`src/rtl/mem_port_arbiter.sv`:
```
// mem_port_arbiter
//   Shares one single-port RAM interface between the instruction-fetch (IF)
//   requester and the data (MEM) requester. MEM has priority. A streak counter
//   forces an IF grant after MAX_STREAK consecutive MEM grants that happened
//   while IF was waiting. An in-flight fetch can be killed on a redirect. The
//   RAM handshake still completes, but no if_done is produced for that fetch.
//
// Handshake semantics (all ports):
//   Requesters raise *_req with stable address/data and hold it until the
//   matching *_done pulse (or, for IF, a kill). *_done is a one-cycle
//   registered pulse. In the cycle it is visible the arbiter is already IDLE
//   and arbitrates on whatever the requesters present in that cycle.
//   ram_req is held from the cycle after the grant until ram_ack is sampled.
//   ram_ack is a single-cycle completion that carries ram_rdata.
//
// Ports:
//   clk, rst                  clock, synchronous active-high reset
//   if_req/if_addr/if_kill    fetch request, address, redirect kill
//   if_done/if_rdata          fetch completion pulse and data
//   mem_req/we/addr/wdata/wmask  data request (load or masked store)
//   mem_done/mem_rdata        data completion pulse and load data
//   ram_req/we/addr/wdata/wmask  RAM request side
//   ram_ack/ram_rdata         RAM completion side
//   dbg_state                 current FSM state (0=IDLE, 1=BUSY_IF, 2=BUSY_MEM)
module mem_port_arbiter #(
  parameter int ADDR_W     = 64,
  parameter int DATA_W     = 64,
  parameter int MAX_STREAK = 4
) (
  input  logic              clk,
  input  logic              rst,
  input  logic              if_req,
  input  logic [ADDR_W-1:0] if_addr,
  input  logic              if_kill,
  output logic              if_done,
  output logic [DATA_W-1:0] if_rdata,
  input  logic              mem_req,
  input  logic              mem_we,
  input  logic [ADDR_W-1:0] mem_addr,
  input  logic [DATA_W-1:0] mem_wdata,
  input  logic [DATA_W-1:0] mem_wmask,
  output logic              mem_done,
  output logic [DATA_W-1:0] mem_rdata,
  output logic              ram_req,
  output logic              ram_we,
  output logic [ADDR_W-1:0] ram_addr,
  output logic [DATA_W-1:0] ram_wdata,
  output logic [DATA_W-1:0] ram_wmask,
  input  logic              ram_ack,
  input  logic [DATA_W-1:0] ram_rdata,
  output logic [1:0]        dbg_state
);

  typedef enum logic [1:0] {
    IDLE     = 2'd0,
    BUSY_IF  = 2'd1,
    BUSY_MEM = 2'd2
  } state_e;

  localparam logic [3:0] STREAK_MAX = 4'(MAX_STREAK);

  state_e              state_q;
  logic [3:0]          streak_q, streak_d;
  logic                kill_pend_q;
  logic                ram_req_q, ram_we_q;
  logic [ADDR_W-1:0]   ram_addr_q;
  logic [DATA_W-1:0]   ram_wdata_q, ram_wmask_q;
  logic                if_done_q, mem_done_q;
  logic [DATA_W-1:0]   if_rdata_q, mem_rdata_q;

  logic force_if, grant_mem, grant_if;

  // IF has waited through MAX_STREAK MEM grants, so MEM yields this time.
  assign force_if  = if_req && (streak_q >= STREAK_MAX);
  assign grant_mem = (state_q == IDLE) && mem_req && !force_if;
  // A kill in the decision cycle suppresses the fetch grant for that cycle.
  assign grant_if  = (state_q == IDLE) && !grant_mem && if_req && !if_kill;

  // The streak counts only MEM grants that made a waiting IF lose. It clears
  // whenever IF is served or IF is not asking at all.
  always_comb begin
    streak_d = streak_q;
    if (state_q == IDLE) begin
      if (grant_if || !if_req) begin
        streak_d = 4'd0;
      end else if (grant_mem && (streak_q < STREAK_MAX)) begin
        streak_d = streak_q + 4'd1;
      end
    end
  end

  always_ff @(posedge clk) begin
    if (rst) begin
      state_q     <= IDLE;
      streak_q    <= 4'd0;
      kill_pend_q <= 1'b0;
      ram_req_q   <= 1'b0;
      ram_we_q    <= 1'b0;
      ram_addr_q  <= '0;
      ram_wdata_q <= '0;
      ram_wmask_q <= '0;
      if_done_q   <= 1'b0;
      if_rdata_q  <= '0;
      mem_done_q  <= 1'b0;
      mem_rdata_q <= '0;
    end else begin
      if_done_q  <= 1'b0;
      mem_done_q <= 1'b0;
      streak_q   <= streak_d;
      case (state_q)
        IDLE: begin
          // ram_ack seen here is stale or spurious and is ignored.
          if (grant_mem) begin
            ram_req_q   <= 1'b1;
            ram_we_q    <= mem_we;
            ram_addr_q  <= mem_addr;
            ram_wdata_q <= mem_wdata;
            ram_wmask_q <= mem_wmask;
            state_q     <= BUSY_MEM;
          end else if (grant_if) begin
            ram_req_q   <= 1'b1;
            ram_we_q    <= 1'b0;
            ram_addr_q  <= if_addr;
            ram_wdata_q <= '0;
            ram_wmask_q <= '0;
            state_q     <= BUSY_IF;
          end
        end
        BUSY_IF: begin
          if (if_kill) kill_pend_q <= 1'b1;
          if (ram_ack) begin
            // A kill in the ack cycle itself also drops the result.
            if (!kill_pend_q && !if_kill) begin
              if_done_q  <= 1'b1;
              if_rdata_q <= ram_rdata;
            end
            kill_pend_q <= 1'b0;
            ram_req_q   <= 1'b0;
            state_q     <= IDLE;
          end
        end
        BUSY_MEM: begin
          if (ram_ack) begin
            mem_done_q <= 1'b1;
            if (!ram_we_q) mem_rdata_q <= ram_rdata;
            ram_req_q <= 1'b0;
            state_q   <= IDLE;
          end
        end
        default: state_q <= IDLE;
      endcase
    end
  end

  assign ram_req   = ram_req_q;
  assign ram_we    = ram_we_q;
  assign ram_addr  = ram_addr_q;
  assign ram_wdata = ram_wdata_q;
  assign ram_wmask = ram_wmask_q;
  assign if_done   = if_done_q;
  assign if_rdata  = if_rdata_q;
  assign mem_done  = mem_done_q;
  assign mem_rdata = mem_rdata_q;
  assign dbg_state = state_q;

endmodule

```
`config.mk`:
```
export PLATFORM = sky130hd
export DESIGN_NAME = mem_port_arbiter
export DESIGN_NICKNAME = d
export VERILOG_FILES = /design/src/rtl/mem_port_arbiter.sv
export SDC_FILE = /design/constraint.sdc
export NUM_CORES = 1
export LEC_CHECK = 0
export ABC_AREA = 1
export BUFFER_PORTS_ARGS = -buffer_cell sky130_fd_sc_hd__buf_4
export CORE_AREA = 2 2 251 253
export DETAILED_ROUTE_END_ITERATION = 6
export DIE_AREA = 0 0 253 255
export GPL_ROUTABILITY_DRIVEN = 0
export PLACE_DENSITY = 0.39
export SYNTH_ARGS = -nofsm -noshare
export SYNTH_HDL_FRONTEND = slang
export SYNTH_SLANG_ARGS = --single-unit
```
`constraint.sdc`:
```
create_clock -name clk -period 4.6 [get_ports clk]
set_clock_uncertainty 0.2 [all_clocks]
set_input_delay 0.23 -clock clk [delete_from_list [all_inputs] [get_ports clk]]
set_output_delay 0.23 -clock clk [all_outputs]
set_load 0.01 [all_outputs]
```
==> impl_metrics.py, run 1 <==
metrics = {
    "status": {
        "status": "complete, no violations",
    },
    "synthesis": {
        "yosys.cell_count.top_type": "nand2_1",
        "ys_seq_area_share_pct": 53.73,
        "synth-edff-count": 0,
        "synth.area.top_cells": "dfxtp_1 (54%), nand2_1 (14%), nor2_1 (12%)",
        "yosys_warnings": 0,
        "synth_ff_type": "dfxtp_1",
        "synth_fp_nets": 2012,
        "syn_area_um2": 12330,
        "ys_types": 23,
        "syn_avg_cell_area_um2": 7.336,
        "synth_top_area_cell": "dfxtp_1",
        "synth_top_area_share_pct": 53.73,
        "async_flop_share_pct": 0,
        "synthCells": 1681,
        "synth_common_cells": "nand2_1 (470), nor2_1 (395), dfxtp_1 (331)",
        "ys_ff_latch": 331,
    },
    "run": {
        "cap_violations": 0,
    },
    "route": {
        "vias": 14200,
        "via_per_inst": 4.136,
        "totalWireLength_mm": 56.77,
        "ant_nets": 0,
        "drc": 0,
        "dr.pass1.iters": 7,
        "drt-initial-drc-count": 683,
        "wl_per_cell_um": 16.53,
    },
    "min_path": {
        "min_to": "ram_wdata[12]$_SDFFE_PP0P_",
        "hold_path.class": "in2reg",
        "whs_path_depth": 2,
        "min-delay-start": "rst",
    },
    "power": {
        "powerDensity_nw_per_um2": 389.8,
        "ir_worst_vdd_v": 0.0002106,
        "p_leak_uw": 0.01047,
    },
    "timing": {
        "setup_viol": 0,
        "period_minus_slack_ps": 3990,
        "final-max-slew-violation-count": 0,
        "setup_ws_ps": 609.9,
        "fin_crit_sh_pct": 86.74,
        "slew_headroom_pct": 27.07,
        "hold_viol": 0,
        "max_freq_mhz": 250.6,
        "rsz0062_at_grt": "false",
        "tightest_slew_ps": 1094,
        "setup_tns_ps": 0,
    },
    "clocking": {
        "cts_root_buffer": "clkbuf_16",
        "ctsLongestPathBuffers": 3,
        "post_cts_buffers": 0,
        "clock-sinks": 331,
        "path_clk_slew_ps": 60,
        "cts_tree": "built",
        "htreeDepth": 2,
        "numCtsBuffers": 43,
        "worstSkewPairLatency_ps": 560,
    },
    "floorplanning": {
        "rows": 92,
        "die_x_um": 253,
        "ios": 653,
        "start_util_pct": 19.84,
        "core_area_um2": 62160,
        "fp.dieH_um": 255,
        "die_area_um2": 64520,
    },
    "worst_setup_path": {
        "end_kind": "flop",
        "start_kind": "flop",
        "r2r_cells": 13,
        "arrival_ps": 4230,
        "reg2reg_slack_ps": 610,
        "r2r_end": "streak_q[2]$_SDFFE_PP0P_",
        "path_class": "reg2reg",
        "required_ps": 4840,
        "critPathLaunch": "dbg_state[0]$_SDFFE_PP0P_",
        "rr_startpoint": "dbg_state[0]$_SDFFE_PP0P_",
        "critPathMaxFanout": 55,
    },
    "global_routing": {
        "grt_pass1_vias": 14110,
        "overflow": 0,
        "antenna_found_initial": 2,
        "grtUsageTotal_pct": 16.57,
        "grt_pass1_wl_mm": 83.37,
        "grt_start_max_net_pins": 195,
    },
    "placement": {
        "dpl_worst_slack_ps": 1246,
        "post-dp-hpwl_mm": 38.97,
        "io_buffers": 652,
    },
    "cells_and_area": {
        "nFillCells": 6617,
        "seq_area_um2": 6626,
        "area_growth_syn_to_layout_pct": 82.09,
        "fin_nets": 2931,
        "multi_input_area_um2": 5050,
        "drive_gt1_share_pct": 28.10,
    },
}
per-layer routing:
metal	up-vias	track usage, %	part of all wire, %
met5	-	0	0
met4	0	6.154	3.4
met3	108	5.573	7.9
met2	424	28.70	48
met1	6504	18.92	40
li1	7168	-	-
registers in the layout, summed over array words and instances (netlist names), 2 cells and up:
register	flops
ram_addr	64
ram_wmask	64
if_rdata	64
dbg_state	2
ram_wdata	64
streak_q	4
mem_rdata	64
cells by family after synthesis:
logic type	after synthesis	synth area share, %
simple gates	874	26.80
flops	331	53.73
fa+ha+maj	4	0.4059
buf+inv	141	5.489
compound gates	331	13.58
layout by cell type (no fill, tap or decap):
cell type	instances
clkinv_2	4
o21ai_4	1
nand2_8	1
clkinv_4	1
clkbuf_1	14
nor3_1	2
inv_2	4
o221ai_1	1
buf_12	1
inv_4	1
clkbuf_16	44
inv_1	18
nand2_1	468
diode_2	2
inv_6	1
clkbuf_8	12
nand3_1	1
o21bai_1	1
bufinv_16	1
buf_4	662
nand2_2	5
dlygate4sd3_1	329
a21oi_1	134
clkinv_8	1
o21ai_0	163
dfxtp_1	331
o21ai_1	31
nor2_1	394
nor2_4	1
nand4_1	1
ha_1	4
nor4_1	1
through the flow:
step	utilization [%]	instances	total power [µW]	hold WS (ps)	instance area (µm²)
finish	36.13	3434	8754	29.69	22460
global route	36.13	3434	9241	57.81	22460
CTS	36.12	3432	8932	19.37	22450
detailed placement	28.56	3025	5197	252.3	17750
global placement	28.56	3025	5177	250.7	17750
floorplan	-	1681	4245	164.9	12330
how the worst max path moves through the flow:
| stage | end | slack [ps] | cells after the start |
|---|---|---|---|
| 2_1_floorplan | ram_we$_SDFFE_PP0P_ | 2620 | 12 |
| 3_3_place_gp | ram_addr[16]$_SDFFE_PP0P_ | 1360 | 11 |
| 3_5_place_dp | ram_addr[11]$_SDFFE_PP0P_ | 1250 | 11 |
| 4_1_cts | streak_q[2]$_SDFFE_PP0P_ | 570 | 13 |
| 5_1_grt | streak_q[2]$_SDFFE_PP0P_ | 260 | 13 |
| 6_report | streak_q[2]$_SDFFE_PP0P_ | 610 | 13 |
where the power goes:
part	total [µW]	switching, µW	internal [µW]
Sequential	3300	148	3160
Clock	3340	1330	2010
Combinational	2110	1100	1010
Total	8750	2580	6180
worst max-delay path, stage by stage, from the launching register on:
cell	delay [ps]
dfxtp_1	380
inv_1	90
ha_1	330
nand2_2	120
inv_2	60
nand2_2	780
buf_4	380
nand3_1	100
nand2_1	130
inv_1	70
nand2_1	50
dlygate4sd3_1	530
a21oi_1	60
dlygate4sd3_1	590
area by class of cell:
class                           instances  area share, %
Multi-Input combinational cell       1209          22.49
Tap cell                              799          4.452
Clock buffer                           70          5.873
Inverter                               23         0.3956
Clock inverter                          8         0.3733
Sequential cell                       331          29.51
Antenna cell                            2        0.02229
Timing Repair Buffer                  992          36.89
what timing repair did:
action / 4_1_cts / 5_1_grt
hold buffers: 329 / 0
setup endpoints to repair: 0 / 0
hold endpoints to repair: 330 / 0
gates resized for setup: 0 / 0
Power figures use the tool's default switching activity.
==> run 2, diff against run 1 <==
- CELL_PAD_IN_SITES_DETAIL_PLACEMENT: not set -> 0
- CELL_PAD_IN_SITES_GLOBAL_PLACEMENT: not set -> 1
- CORE_AREA: 2 2 251 253 -> 2 2 256 258
- DIE_AREA: 0 0 253 255 -> 0 0 258 260
- PLACE_DENSITY: 0.39 -> 0.52
==> run 2 against run 1 <==
Register-to-register slack gained 390 ps. Maximum frequency grew 11%. Sequential share of layout area is 0.12 points lower. Via count is 0.44% higher. Clock-buffer cell count decreased by 2. Total power is 0.39% lower. Final cell count is 1.7% higher. Combinational power barely moved. Routed wire length grew 0.45%. Utilization shrank 0.96 points. Critical path type unchanged. Global-route usage down 0.40 points. Sequential cell count did not move.
==> impl_metrics.py, run 2 (synthesis results as in run 1) <==
metrics = {
    "cells_and_area": {
        "final_common_cell": "buf_4",
        "post-route-util_pct": 35.17,
        "fin_cells": 3492,
        "area_growth_syn_to_layout_pct": 82.84,
        "mostFrequentLayoutCells": "buf_4 (666), nand2_1 (468), nor2_1 (394)",
        "design_area_um2": 22550,
        "drive_gt1_share_pct": 28.19,
        "fin_nets": 2936,
    },
    "floorplanning": {
        "die_x_um": 258,
        "start_util_pct": 19.23,
        "die_area_um2": 67080,
        "rows": 93,
        "ios": 653,
        "core_area_um2": 64120,
        "fp.dieH_um": 260,
    },
    "timing": {
        "rsz0062_at_grt": "false",
        "slew_headroom_pct": 34.93,
        "tightest_slew_ps": 976.0,
        "setup_viol": 0,
        "max_freq_mhz": 277.9,
        "final-max-slew-violation-count": 0,
        "hold_viol": 0,
        "fin_crit_sh_pct": 78.22,
        "setup_tns_ps": 0,
        "period_minus_slack_ps": 3598,
    },
    "power": {
        "powerDensity_nw_per_um2": 386.7,
        "p_leak_uw": 0.01048,
        "totalPowerFinal_uw": 8720,
        "ir_worst_vdd_v": 0.0002368,
    },
    "min_path": {
        "hold_path.class": "in2reg",
        "whs_path_depth": 4,
    },
    "worst_setup_path": {
        "cpPeakStageDelay_ps": 690,
        "worstPathCellList": "inv_1 -> ha_1 -> nand2_2 -> inv_2 -> nand2_2 -> nand3_1 -> nand2_1 -> inv_1 -> nand2_1 -> dlygate4sd3_1 -> a21oi_1 -> dlygate4sd3_1",
        "path_class": "reg2reg",
        "slowest_stage": "nand2_2",
        "critPathMaxFanout": 45,
        "path_delay_family": "buffers and inverters",
        "r2r_cells": 12,
        "arrival_ps": 3830,
        "cp_num_buf_inv": 5,
        "start_kind": "flop",
        "crit_cells": 12,
        "required_ps": 4840,
        "end_kind": "flop",
    },
    "route": {
        "via_per_inst": 4.085,
        "drc": 0,
        "drt-initial-drc-count": 615,
        "dr.pass1.iters": 5,
        "wl_per_cell_um": 16.33,
        "totalWireLength_mm": 57.03,
        "vias": 14270,
        "ant_nets": 0,
    },
    "placement": {
        "io_buffers": 652,
        "placed_area_um2": 17850,
        "place_inst": 3085,
        "post-dp-hpwl_mm": 39.21,
    },
    "clocking": {
        "post_cts_resized": 0,
        "ctsLongestPathBuffers": 3,
        "cts_root_buffer": "clkbuf_16",
        "htreeDepth": 2,
        "numCtsBuffers": 43,
        "hold_buffers": 330,
        "post_cts_buffers": 0,
        "clock-sinks": 331,
        "path_clk_slew_ps": 60,
        "worstSkewPairLatency_ps": 550,
        "cts_tree": "built",
    },
    "global_routing": {
        "grt_pass1_wl_mm": 85.27,
        "antenna_found_initial": 3,
        "grt_pass1_vias": 14260,
        "grtUsageTotal_pct": 16.18,
        "grt_start_max_net_pins": 195,
        "overflow": 0,
    },
    "run": {
        "cap_violations": 0,
    },
    "status": {
        "status": "complete, no violations",
    },
}
## run 2: power breakdown
| group | internal, µW | total [µW] | switching, µW |
|---|---|---|---|
| Clock | 1990 | 3320 | 1330 |
| Combinational | 1010 | 2100 | 1080 |
| Sequential | 3160 | 3310 | 152 |
## run 2: area by class of cell
class / instances / area [µm²]
Antenna cell: 1 / 2.502
Clock buffer: 68 / 1301
Clock inverter: 8 / 86.33
Fill cell: 6865 / 41570
Inverter: 23 / 88.84
Multi-Input combinational cell: 1209 / 5050
Sequential cell: 331 / 6626
Tap cell: 855 / 1070
Timing Repair Buffer: 997 / 8323
## run 2: per-layer routing
metal  wire length (µm)  vias up  track usage (%)
met5                 21        -                0
met4               1470        4            5.122
met3               4746       78            5.526
met2              27860      441            28.46
met1              22920     6586            18.36
li1                   -     7157                -
## run 2: stage by stage
| stage | setup WS (ps) | hold WS [ps] |
|---|---|---|
| 2_1_floorplan | 2617 | 164.9 |
| 3_3_place_gp | 1693 | 248.6 |
| 3_5_place_dp | 1605 | 252.2 |
| 4_1_cts | 918.8 | 190.1 |
| 5_1_grt | 681.4 | 228.3 |
| 6_report | 1002 | 248.4 |
## run 2: final timing paths
check | endpoint | slack [ps] | start
setup / recovery | streak_q[2]$_SDFFE_PP0P_ | 1000 | dbg_state[0]$_SDFFE_PP0P_
hold / removal | mem_rdata[46]$_SDFFE_PP0P_ | 250 | ram_rdata[46]
setup reg to reg | streak_q[2]$_SDFFE_PP0P_ | 1000 | dbg_state[0]$_SDFFE_PP0P_
hold reg to reg | ram_wmask[2]$_SDFFE_PP0P_ | 260 | ram_wmask[2]$_SDFFE_PP0P_
## run 2: worst reg2reg max path: stages (launching register included)
cell and delay [ps]:
dfxtp_1 410, inv_1 90, ha_1 320, nand2_2 120, inv_2 60, nand2_2 690, nand3_1 140, nand2_1 160
inv_1 70, nand2_1 50, dlygate4sd3_1 540, a21oi_1 60, dlygate4sd3_1 600
